`config.mk`:
```
export PLATFORM = sky130hd
export DESIGN_NAME = eth_gmii_rx_wide
export DESIGN_NICKNAME = d
export VERILOG_FILES = /design/src/rtl/eth_rx_pkg.sv /design/src/rtl/eth_crc32_8.sv /design/src/rtl/eth_gmii_rx_wide.sv
export SDC_FILE = /design/constraint.sdc
export NUM_CORES = 1
export LEC_CHECK = 0
export ABC_AREA = 1
export BUFFER_PORTS_ARGS = -buffer_cell sky130_fd_sc_hd__buf_2
export CAP_MARGIN = 20
export CORE_AREA = 2 2 131 133
export DETAILED_ROUTE_END_ITERATION = 8
export DIE_AREA = 0 0 133 135
export PLACE_DENSITY = 0.85
export REMOVE_ABC_BUFFERS = 1
export SLEW_MARGIN = 20
export SYNTH_ARGS = -nofsm -noshare
export SYNTH_HDL_FRONTEND = slang
export SYNTH_SLANG_ARGS = --single-unit
```
`constraint.sdc`:
```
create_clock -name clk -period 1.9 [get_ports clk]
set_clock_uncertainty 0.1 [all_clocks]
set_input_delay 0.38 -clock clk [delete_from_list [all_inputs] [get_ports clk]]
set_output_delay 0.38 -clock clk [all_outputs]
set_load 0.02 [all_outputs]
```
`src/rtl/eth_rx_pkg.sv`:
```
// rtl/eth_rx_pkg.sv - shared types and constants for the wide GMII frame receiver
package eth_rx_pkg;

    typedef enum logic [1:0] {
        ST_IDLE,
        ST_PREAMBLE,
        ST_PAYLOAD,
        ST_WAIT_END
    } rx_state_e;

    typedef struct packed {
        logic bad;
        logic runt;
        logic fcs;
        logic over;
    } rx_status_t;

    localparam logic [7:0]  ETH_PRE     = 8'h55;
    localparam logic [7:0]  ETH_SFD     = 8'hD5;
    localparam logic [31:0] CRC_POLY    = 32'h04C11DB7;
    localparam logic [31:0] CRC_INIT    = 32'hFFFFFFFF;
    // Residue as seen on the complemented CRC register after the FCS bytes.
    localparam logic [31:0] CRC_RESIDUE = 32'h2144DF1C;

    function automatic logic [31:0] reflect32(input logic [31:0] v);
        logic [31:0] r;
        for (int i = 0; i < 32; i++) r[i] = v[31-i];
        return r;
    endfunction

endpackage

```
`src/rtl/eth_crc32_8.sv`:
```
// rtl/eth_crc32_8.sv - one-byte combinational step of the reflected Ethernet CRC-32
module eth_crc32_8
    import eth_rx_pkg::*;
(
    input  logic [7:0]  data,
    input  logic [31:0] crc_in,
    output logic [31:0] crc_out
);

    localparam logic [31:0] POLY_R = reflect32(CRC_POLY);

    logic [31:0] c;

    always_comb begin
        c = crc_in ^ {24'h0, data};
        for (int i = 0; i < 8; i++) begin
            c = c[0] ? ((c >> 1) ^ POLY_R) : (c >> 1);
        end
        crc_out = c;
    end

endmodule

```
`src/rtl/eth_gmii_rx_wide.sv`:
```
// rtl/eth_gmii_rx_wide.sv - GMII receiver packing bytes onto a DATA_WIDTH stream
// ETH_RX_FCS_STRIP_EN: hold the FCS in a 4-byte window and drop it from the stream.
module eth_gmii_rx_wide
    import eth_rx_pkg::*;
#(
    parameter int DATA_WIDTH = 32,
    parameter int KEEP_WIDTH = DATA_WIDTH / 8,
    parameter int MIN_LEN    = 64,
    parameter int MAX_LEN    = 1518
) (
    input  logic                  clk,
    input  logic                  rst,
    input  logic [7:0]            gmii_rxd,
    input  logic                  gmii_rx_dv,
    input  logic                  gmii_rx_er,
    input  logic                  clk_enable,
    output logic [DATA_WIDTH-1:0] m_axis_tdata,
    output logic [KEEP_WIDTH-1:0] m_axis_tkeep,
    output logic                  m_axis_tvalid,
    output logic                  m_axis_tlast,
    output logic                  m_axis_tuser,
    output logic [15:0]           rx_frame_len,
    output logic                  start_packet,
    output logic                  error_bad_frame,
    output logic                  error_bad_fcs,
    output logic                  error_runt,
    output logic                  error_oversize
);

    localparam int              CW    = $clog2(KEEP_WIDTH + 1);
    localparam logic [15:0]     MIN_L = 16'(MIN_LEN);
    localparam logic [15:0]     MAX_L = 16'(MAX_LEN);
    localparam logic [CW-1:0]   FULL  = CW'(KEEP_WIDTH);

    logic [7:0]  rxd_q;
    logic        dv_q, er_q;
    rx_state_e   state_q, state_d;
    logic [15:0] count_q, count_d;
    logic [31:0] crc_q, crc_d, crc_step;
    logic        start_d, acc_vld, fin;
    rx_status_t  fin_st, st_q;
    logic        se_q;
    logic        sb_vld_q, sb_vld_d;
    logic [7:0]  sb_data_q, sb_data_d;

    logic [DATA_WIDTH-1:0] pk_data_q, pk_data_d, ins_data;
    logic [CW-1:0]         pk_cnt_q, pk_cnt_d, cnt_ins;

    logic [DATA_WIDTH-1:0] tdata_q, tdata_d;
    logic [KEEP_WIDTH-1:0] tkeep_q, tkeep_d;
    logic                  tvalid_q, tvalid_d, tlast_q, tlast_d, tuser_q, tuser_d;
    logic [15:0]           len_q, len_d;
    logic                  start_q, bad_q, bad_d, fcs_q, fcs_d, runt_q, runt_d, over_q, over_d;

    eth_crc32_8 u_crc (
        .data    (rxd_q),
        .crc_in  (crc_q),
        .crc_out (crc_step)
    );

    always_comb begin
        state_d = state_q;
        count_d = count_q;
        crc_d   = crc_q;
        start_d = 1'b0;
        acc_vld = 1'b0;
        fin     = 1'b0;
        fin_st  = '0;
        case (state_q)
            ST_IDLE: if (dv_q && !er_q && rxd_q == ETH_PRE) state_d = ST_PREAMBLE;
            ST_PREAMBLE: begin
                if (!dv_q) state_d = ST_IDLE;
                else if (er_q) state_d = ST_WAIT_END;
                else if (rxd_q == ETH_SFD) begin
                    state_d = ST_PAYLOAD;
                    start_d = 1'b1;
                    count_d = '0;
                    crc_d   = CRC_INIT;
                end else if (rxd_q != ETH_PRE) state_d = ST_WAIT_END;
            end
            ST_PAYLOAD: begin
                if (!dv_q) begin
                    fin     = 1'b1;
                    state_d = ST_IDLE;
                    if (er_q) fin_st.bad = 1'b1;
                    else if (count_q < MIN_L) begin
                        fin_st.runt = 1'b1;
                        fin_st.bad  = 1'b1;
                    end else if (~crc_q != CRC_RESIDUE) begin
                        fin_st.fcs = 1'b1;
                        fin_st.bad = 1'b1;
                    end
                end else if (er_q) begin
                    fin        = 1'b1;
                    fin_st.bad = 1'b1;
                    state_d    = ST_WAIT_END;
                end else if (count_q == MAX_L) begin
                    fin         = 1'b1;
                    fin_st.over = 1'b1;
                    fin_st.bad  = 1'b1;
                    state_d     = ST_WAIT_END;
                end else begin
                    acc_vld = 1'b1;
                    crc_d   = crc_step;
                    count_d = (count_q == 16'hFFFF) ? count_q : count_q + 16'd1;
                end
            end
            ST_WAIT_END: if (!dv_q) state_d = ST_IDLE;
            default: state_d = ST_IDLE;
        endcase
    end

`ifdef ETH_RX_FCS_STRIP_EN
    logic [3:0][7:0] win_q, win_d;
    logic [2:0]      win_cnt_q, win_cnt_d;

    // A byte only leaves the window once four newer bytes are behind it.
    always_comb begin
        win_d     = win_q;
        win_cnt_d = win_cnt_q;
        sb_vld_d  = 1'b0;
        sb_data_d = sb_data_q;
        if (fin) begin
            win_cnt_d = '0;
        end else if (acc_vld) begin
            if (win_cnt_q == 3'd4) begin
                sb_vld_d  = 1'b1;
                sb_data_d = win_q[0];
                win_d     = {rxd_q, win_q[3], win_q[2], win_q[1]};
            end else begin
                win_d[win_cnt_q[1:0]] = rxd_q;
                win_cnt_d             = win_cnt_q + 3'd1;
            end
        end
    end

    always_ff @(posedge clk) begin
        if (rst) begin
            win_q     <= '0;
            win_cnt_q <= '0;
        end else if (clk_enable) begin
            win_q     <= win_d;
            win_cnt_q <= win_cnt_d;
        end
    end
`else
    always_comb begin
        sb_vld_d  = acc_vld;
        sb_data_d = rxd_q;
    end
`endif

    // A full word is held back unless another byte follows, so the end of frame can still tag it.
    always_comb begin
        ins_data = pk_data_q;
        for (int i = 0; i < KEEP_WIDTH; i++) begin
            if (sb_vld_q && pk_cnt_q == CW'(i)) ins_data[i*8 +: 8] = sb_data_q;
        end
        cnt_ins   = pk_cnt_q + CW'(sb_vld_q);
        pk_data_d = pk_data_q;
        pk_cnt_d  = pk_cnt_q;
        tdata_d   = tdata_q;
        tkeep_d   = tkeep_q;
        tvalid_d  = 1'b0;
        tlast_d   = 1'b0;
        tuser_d   = 1'b0;
        len_d     = len_q;
        bad_d     = 1'b0;
        fcs_d     = 1'b0;
        runt_d    = 1'b0;
        over_d    = 1'b0;
        if (se_q) begin
            tvalid_d  = (pk_cnt_q != '0);
            tlast_d   = 1'b1;
            tuser_d   = st_q.bad;
            tdata_d   = pk_data_q;
            tkeep_d   = (KEEP_WIDTH'(1) << pk_cnt_q) - KEEP_WIDTH'(1);
            len_d     = count_q;
            bad_d     = st_q.bad;
            fcs_d     = st_q.fcs;
            runt_d    = st_q.runt;
            over_d    = st_q.over;
            pk_data_d = '0;
            pk_cnt_d  = '0;
        end else if (sb_vld_q) begin
            pk_data_d = ins_data;
            pk_cnt_d  = cnt_ins;
            if (cnt_ins == FULL && sb_vld_d) begin
                tvalid_d  = 1'b1;
                tdata_d   = ins_data;
                tkeep_d   = '1;
                pk_data_d = '0;
                pk_cnt_d  = '0;
            end
        end
    end

    always_ff @(posedge clk) begin
        if (rst) begin
            rxd_q     <= '0;
            dv_q      <= 1'b0;
            er_q      <= 1'b0;
            state_q   <= ST_IDLE;
            count_q   <= '0;
            crc_q     <= CRC_INIT;
            se_q      <= 1'b0;
            st_q      <= '0;
            sb_vld_q  <= 1'b0;
            sb_data_q <= '0;
            pk_data_q <= '0;
            pk_cnt_q  <= '0;
        end else if (clk_enable) begin
            rxd_q     <= gmii_rxd;
            dv_q      <= gmii_rx_dv;
            er_q      <= gmii_rx_er;
            state_q   <= state_d;
            count_q   <= count_d;
            crc_q     <= crc_d;
            se_q      <= fin;
            st_q      <= fin_st;
            sb_vld_q  <= sb_vld_d;
            sb_data_q <= sb_data_d;
            pk_data_q <= pk_data_d;
            pk_cnt_q  <= pk_cnt_d;
        end
    end

    always_ff @(posedge clk) begin
        if (rst) begin
            tdata_q  <= '0;
            tkeep_q  <= '0;
            tvalid_q <= 1'b0;
            tlast_q  <= 1'b0;
            tuser_q  <= 1'b0;
            len_q    <= '0;
            start_q  <= 1'b0;
            bad_q    <= 1'b0;
            fcs_q    <= 1'b0;
            runt_q   <= 1'b0;
            over_q   <= 1'b0;
        end else if (clk_enable) begin
            tdata_q  <= tdata_d;
            tkeep_q  <= tkeep_d;
            tvalid_q <= tvalid_d;
            tlast_q  <= tlast_d;
            tuser_q  <= tuser_d;
            len_q    <= len_d;
            start_q  <= start_d;
            bad_q    <= bad_d;
            fcs_q    <= fcs_d;
            runt_q   <= runt_d;
            over_q   <= over_d;
        end else begin
            tvalid_q <= 1'b0;
            tlast_q  <= 1'b0;
            start_q  <= 1'b0;
            bad_q    <= 1'b0;
            fcs_q    <= 1'b0;
            runt_q   <= 1'b0;
            over_q   <= 1'b0;
        end
    end

    assign m_axis_tdata    = tdata_q;
    assign m_axis_tkeep    = tkeep_q;
    assign m_axis_tvalid   = tvalid_q;
    assign m_axis_tlast    = tlast_q;
    assign m_axis_tuser    = tuser_q;
    assign rx_frame_len    = len_q;
    assign start_packet    = start_q;
    assign error_bad_frame = bad_q;
    assign error_bad_fcs   = fcs_q;
    assign error_runt      = runt_q;
    assign error_oversize  = over_q;

endmodule

```
==> run metrics, run 1 <==
syn_area_per_cell=6.526 sq um; predominant post-synthesis flop cell=dfxtp_1; Critical Path Fanout Max=6; WL/cell=15.71 um; leak pwr=5.249 nW; ANT cells=0; DIE HEIGHT=135 um; Seq/Total Area, Yosys=0.3759; worst slack, placed=-0.2757 ns; TritonRoute pass-1 iters=6; initial antenna violation count=0; CP endpoint=m_axis_tdata[18]; layout cells sized above 1=0.2102; WL final=27,220 um; CP Class=register to register; Std-Cell Rows=47; Synth Instances=1,379; post-route minimum period=2.059 ns; period utilization=1.084; Cell Chain, Critical Path=ha_4 -> ha_4 -> or2_4 -> nor2_4 -> nand4_4 -> nand2_8 -> buf_6 -> buf_8 -> nand3b_1 -> nand2_1 -> nor2_1; Overall Power=8.463 mW; Top Ports=73; DR vias/cell=5.649; global-route wire length before repair=41,720 um; status=finished, violations left; CTS tree=built; die area=17,960 sq um; detailed placement HPWL=16,280 um; Post-CTS Hold Fix Bufs=0; Crit path max-delay family=simple AND/OR/NAND/NOR gates; RSZ-0062 raised after global routing=true; Worst Setup SP=sb_vld_q; register area=3397 sq um; Congestion Overflow GR=0; HP Class=input pin to register; DIE WIDTH=133 um; worst r2r path cells=11; Ys Warns=0; Mapped Area=9000 sq um; FF+latch count, synth=169; maximum clock frequency=485.7 MHz; cell area power density=733.0 nW/um^2; Data arrival, critical path=2.29 ns; Buf+Inv Stages, Crit Path=2; post-synthesis cell type count=35; R2R Setup Slk=-0.16 ns; CTS root buf=clkbuf_16; Setup crit end kind=register; Worst Tran Pin Value=0.4756 ns; Longest Clk Path Bufs=2; pin count of the biggest net entering global routing=87; core area=16,410 sq um; final worst setup slack=-0.1589 ns; R2R Path Start=sb_vld_q; failing checks=negative setup slack; asr flop ratio synth=0; slowest CP cell=dfxtp_2; Starting Density=0.5485; DRC=0; H-Tree Depth=4; Fill cells=1,196; Slew headroom=0.6829; GP Congestion=0.9129; CP peak stage delay=0.34 ns; P&R area growth vs syn=28.28%; clk slew on worst S/H paths=0.07 ns; VDD IR-drop max=778.6 uV; Final #Nets=1,518; total number of vias=9,789; CTS Sinks=169; worst skew pair latency=0.44 ns; max cap viols=0; most frequent cells in the layout=nand2_1 (356), dfxtp_1 (158), inv_1 (153); Setup crit start kind=register; Post-DRT Antenna Nets=0; cell mode on critical path=ha_4; CP Depth=11; most common cell after layout, fill and taps aside=nand2_1; Critical R2R Capture=m_axis_tdata[18]; PortBufs=72; vias in the first global route=8,782; Worst Path Required=2.13 ns; Final Hold Viols=0; Final Slew Violations=0; cts bufs inserted=17; DRT iter0 DRCs=986; Setup violations, final=69; area of the multi-input gates=5140 sq um; Total GRT Usage=0.2860; Post-synth EDFFs=0
==> registers in the layout, summed over array words and instances, names as in the netlist, 2 cells and up <==
register and flops:
crc_q 32, m_axis_tdata 32, pk_data_q 32, count_q 16, rx_frame_len 16, rxd_q 8, sb_data_q 8, m_axis_tkeep 4
st_q 4, pk_cnt_q 3, state_q 2
==> how the worst min path moves through the flow <==
stage                startpoint  cells past startpoint             to  slack [ns]
CTS                 gmii_rxd[3]                      3       rxd_q[3]        0.12
detailed placement      st_q[1]                      2  error_bad_fcs        0.33
global route                rst                      2        st_q[0]        0.14
finish              gmii_rxd[3]                      3       rxd_q[3]        0.12
global placement        st_q[2]                      2     error_runt        0.32
floorplan               st_q[1]                      2  error_bad_fcs        0.31
==> tightest hold or removal path: stages <==
cell and delay, ns:
buf_2 0.07, o21ai_0 0.07, a21oi_1 0.10
==> cells in the mapped netlist (2+ instances only) <==
cell type,number,area (sq um)
nor2_1,116,435.4
buf_1,8,30.03
nand4_1,11,68.82
nor4_1,2,12.51
inv_2,4,15.01
o211ai_1,29,217.7
nor3_2,3,30.03
o21ai_0,112,560.5
buf_2,16,80.08
nand3b_1,20,150.1
nor3b_1,2,15.01
buf_6,3,33.78
xor2_1,27,236.5
dfxtp_1,169,3383
nor3_1,12,60.06
nand2_2,6,37.54
clkbuf_1,45,168.9
a22oi_1,8,60.06
a21oi_1,152,760.7
nand3_1,70,350.3
inv_1,157,589.3
ha_1,5,62.56
a211oi_1,2,15.01
nor2_4,3,33.78
nand2_1,376,1411
xnor2_1,11,96.34
nor2_2,2,12.51
==> logic make-up (layout without fill, tap and decap cells) <==
group,after synthesis,in the layout,synth area share
AOI/OAI and AO/OA,306,306,0.1821
xor gates and xnor gates,38,38,0.03698
adders and majority gates,5,5,0.006951
buffers and inverters,234,367,0.1023
DFF,169,169,0.3759
and+or+nand+nor,627,628,0.2957
==> metrics by stage <==
step / cells / hold WS, ns / TNS [ns] / utilization / area (sq um)
2_1_floorplan: 1307 / 0.3084 / -240.79 / - / 8687
3_3_place_gp: 1671 / 0.3215 / -8.371 / 0.6070 / 9958
3_5_place_dp: 1671 / 0.3281 / -13.72 / 0.6070 / 9958
4_1_cts: 1719 / 0.1179 / -1.769 / 0.6722 / 11030
5_1_grt: 1733 / 0.1398 / -10.69 / 0.7037 / 11540
6_report: 1733 / 0.1235 / -6.092 / 0.7037 / 11540
==> cell type report <==
| type | instances | share of cell area |
|---|---|---|
| repair buffers | 173 | 0.1303 |
| well taps | 220 | 0.02384 |
| clock buffers | 19 | 0.03923 |
| flip-flops and latches | 169 | 0.2942 |
| inverters | 162 | 0.05267 |
| clock inverters | 13 | 0.01452 |
| multi-input cells | 977 | 0.4452 |
==> layer usage <==
metal,wire length (um),up-vias,track usage
li1,-,4697,-
met1,10550,4504,0.3448
met2,13370,467,0.4836
met3,2100,121,0.06682
met4,1201,0,0.1368
met5,0,-,0
==> power breakdown <==
part	switching (mW)	leakage (nW)	internal (mW)
logic	0.712	3.58	0.401
registers	0.0716	1.37	3.61
clock network	1.52	0.300	2.15
total	2.30	5.25	6.16
==> timing repair <==
item	CTS	global route
resized for setup	55	91
endpoints found under the hold margin	0	0
pin swaps	10	31
setup buffers	9	11
gates cloned	7	4
endpoints found under the setup margin	85	118
Note: power is estimated with default switching activity, not from simulation.
==> run 2, diff against run 1 <==
--- a/config.mk
+++ b/config.mk
@@ -5,13 +5,12 @@
 export SDC_FILE = /design/constraint.sdc
 export NUM_CORES = 1
 export LEC_CHECK = 0
-export ABC_AREA = 1
 export BUFFER_PORTS_ARGS = -buffer_cell sky130_fd_sc_hd__buf_2
 export CAP_MARGIN = 20
-export CORE_AREA = 2 2 131 133
+export CORE_AREA = 2 2 123 125
 export DETAILED_ROUTE_END_ITERATION = 8
-export DIE_AREA = 0 0 133 135
-export PLACE_DENSITY = 0.85
+export DIE_AREA = 0 0 125 127
+export PLACE_DENSITY = 0.82
 export REMOVE_ABC_BUFFERS = 1
 export SLEW_MARGIN = 20
 export SYNTH_ARGS = -nofsm -noshare
==> run metrics, run 2 <==
status=finished, violations left; failing checks=negative setup slack; CP peak stage delay=0.46 ns (+0.12 ns); leak pwr=4.411 nW (-16%); count leader, synth=dfxtp_1; Final #Nets=1,038 (-32%); WL/cell=24.25 um (+54%); Buf+Inv Stages, Crit Path=4 (+2); setup TNS=-32.77 ns (-26.67 ns); Final Cell Area=11,300 sq um (-2.1%); FF+latch count, synth=169 (unchanged); endpoint of the worst hold path=rxd_q[5]; syn_area_per_cell=9.499 sq um (+46%); met3 global-route usage=0.06072 (-0.006097); Total GRT Usage=0.3126 (+0.02658); top cells by area, synth=dfxtp_1 (45%), mux2i_1 (5.6%), xnor2_1 (5.2%); Setup crit end kind=register; switching share of power=0.2453 (-0.02644); worst skew pair latency=0.44 ns (about the same); DIE WIDTH=125 um (-6.0%); RSZ-0062 raised after global routing=true; WL final=29,490 um (+8.3%); Worst Setup SP=count_q[14]; Synth Instances=796 (-42%); VDD IR-drop max=720.5 uV (-7.5%); period utilization=1.221 (+0.1374); global-route wire length before repair=39,520 um (-5.3%); hold_ws=0.08462 ns (-0.03883 ns); detailed placement HPWL=13,080 um (-20%); Cell Chain, Critical Path=nor4bb_2 -> and4_4 -> o21ba_4 -> nor2_4 -> buf_6 -> buf_6 -> buf_16 -> buf_6 -> nor2_4 -> a211oi_2; Top Ports=73 (unchanged); die area=15,880 sq um (-12%); Longest Clk Path Bufs=2 (unchanged); DRC=0 (unchanged); Worst Path Required=2.12 ns (about the same); Setup crit start kind=register; clock group share of total power=0.463 (+0.030); Starting Density=0.5242 (-0.02434); CTS tree=built; CTS root buf=clkbuf_16; asr flop ratio synth=0 (unchanged); Final Hold Viols=0 (unchanged); Hold Crit Depth=3 (unchanged); Data arrival, critical path=2.54 ns (+0.25 ns); H-Tree Depth=4 (unchanged); final worst setup slack=-0.4200 ns (-0.2611 ns); cell area power density=726.1 nW/um^2 (-0.95%); core area=14,420 sq um (-12%); met1 usage=0.3595 (+0.01468); slowest CP cell=nor4bb_2; pin count of the biggest net entering global routing=49 (-44%); worst r2r path cells=10 (-1); P&R area growth vs syn=49.48%; Ys Warns=0 (unchanged); Placed Instance Area=8964 sq um (-10%); Crit path max-delay family=simple AND/OR/NAND/NOR gates; predominant post-synthesis flop cell=dfxtp_1; Flop pwr share=0.436 (about the same); DIE HEIGHT=127 um (-5.9%); logic gate share of total power=0.101 (-0.031); layout cells sized above 1=0.4612 (+0.2511); most common cell after layout, fill and taps aside=dfxtp_1; Setup violations, final=123 (+78%); cts bufs inserted=17 (unchanged); Post-synth EDFFs=0 (unchanged); cell mode on critical path=buf_6; HP Class=input pin to register; Mapped Area=7561 sq um (-16%); Final Slew Violations=0 (unchanged); DRT iter0 DRCs=945 (-4.2%); CP Class=register to register; vias in the first global route=7,386 (-16%); initial antenna violation count=0 (unchanged); Slew headroom=0.5792 (-0.1038); post-synthesis cell type count=63 (+80%); R2R Setup Slk=-0.42 ns (-0.26 ns); GR Util met2=0.5598 (+0.07619); total number of vias=7,841 (-20%); GP Congestion=0.8974 (-1.7%); R2R Path Start=count_q[14]; area leader, netlist=dfxtp_1; clk slew on worst S/H paths=0.07 ns (about the same); max cap viols=0 (unchanged); maximum clock frequency=431.0 MHz (-11%); most frequent cells in the layout=dfxtp_1 (152), buf_4 (131), nand2_1 (73); Switch Pwr=2.013 mW (-12%); Worst Tran Pin Value=0.6313 ns (+0.1557 ns); most frequent cells after synthesis=dfxtp_1 (169), nor2_1 (103), nand2_1 (76); Post-DRT Antenna Nets=0 (unchanged); post-route minimum period=2.320 ns (+0.2611 ns); Cell Int Power=6.193 mW (+0.49%); share of the synthesized area in the top cell type=0.4475 (+0.07154); PortBufs=72 (unchanged); Std-Cell Rows=44 (-6.4%); CTS Sinks=169 (unchanged); DR vias/cell=6.448 (+14%); Hold Startpoint=gmii_rxd[5]; Congestion Overflow GR=0 (unchanged); layer with the highest usage=met2; ANT cells=0 (unchanged); TritonRoute pass-1 iters=6 (unchanged); Seq/Total Area, Yosys=0.4475 (+0.07154); Critical Path Fanout Max=6 (unchanged); Critical R2R Capture=m_axis_tdata[6]; Post-CTS Hold Fix Bufs=0 (unchanged)
-- run 2: changes by cell type in the layout (fill, tap and decap cells not counted), sizes merged, moves of 44 or more --
cell | previous run | this run
a21oi | 152 | 32
buf | 169 | 248
inv | 164 | 8
nand2 | 383 | 76
nand3 | 71 | 16
o21ai | 112 | 26
xnor2 | 11 | 55
-- run 2: logic make-up after synthesis --
| family | Yosys count | share of synthesized area |
|---|---|---|
| compound gates | 157 | 0.1417 |
| simple gates | 290 | 0.1896 |
| xor+xnor | 82 | 0.1231 |
| buf+inv | 51 | 0.03425 |
| mux | 42 | 0.05560 |
| flops | 169 | 0.4475 |
| fa+ha+maj | 5 | 0.008274 |
-- run 2: routing by layer --
metal	routed length [um]	share of wire
met5	0	0
met4	2011	0.068
met3	2199	0.075
met2	14940	0.51
met1	10340	0.35
-- run 2: worst max path at each step --
stage	cells past startpoint	endpoint	slack (ns)
CTS	11	m_axis_tdata[13]	-0.23
finish	10	m_axis_tdata[6]	-0.42
global route	11	m_axis_tdata[4]	-0.39
detailed placement	7	pk_data_q[3]	-0.35
floorplan	8	crc_q[12]	-3.14
global placement	7	pk_data_q[0]	-0.29
-- run 2: tightest hold or removal path, stage by stage --
cell and delay, ns:
buf_2 0.07, mux2i_1 0.05, nor2_1 0.07
-- run 2: cell type report --
class                   instances  area, sq um
fillers                       743         3122
clock buffers                  19        442.9
repair buffers                251         2063
inverters                       4        15.01
clock inverters                12        187.7
flip-flops and latches        169         3412
multi-input cells             577         4951
well taps                     184        230.2
-- run 2: power by group through the flow --
stage          Combinational [mW]  Sequential (mW)  Clock, mW
2_1_floorplan               0.372             3.67          0
3_3_place_gp                0.624             3.66          0
3_5_place_dp                0.632             3.66          0
4_1_cts                     0.671             3.58       3.75
5_1_grt                     0.854             3.58       3.96
6_report                    0.825             3.58       3.80
-- run 2: through the flow --
stage | std cells | worst slack, ns | util | power [mW]
global route | 1216 | -0.3906 | 0.7836 | 8.393
floorplan | 749 | -3.140 | - | 4.037
global placement | 1133 | -0.2908 | 0.6214 | 4.284
finish | 1216 | -0.4200 | 0.7836 | 8.206
CTS | 1196 | -0.2295 | 0.7305 | 8.003
detailed placement | 1133 | -0.3466 | 0.6214 | 4.292
-- run 2: repair_timing --
action / 4_1_cts / 5_1_grt
gates cloned: 8 / 4
resized for setup: 147 / 137
endpoints found under the setup margin: 121 / 121
pin swaps: 73 / 76
setup buffers: 27 / 22
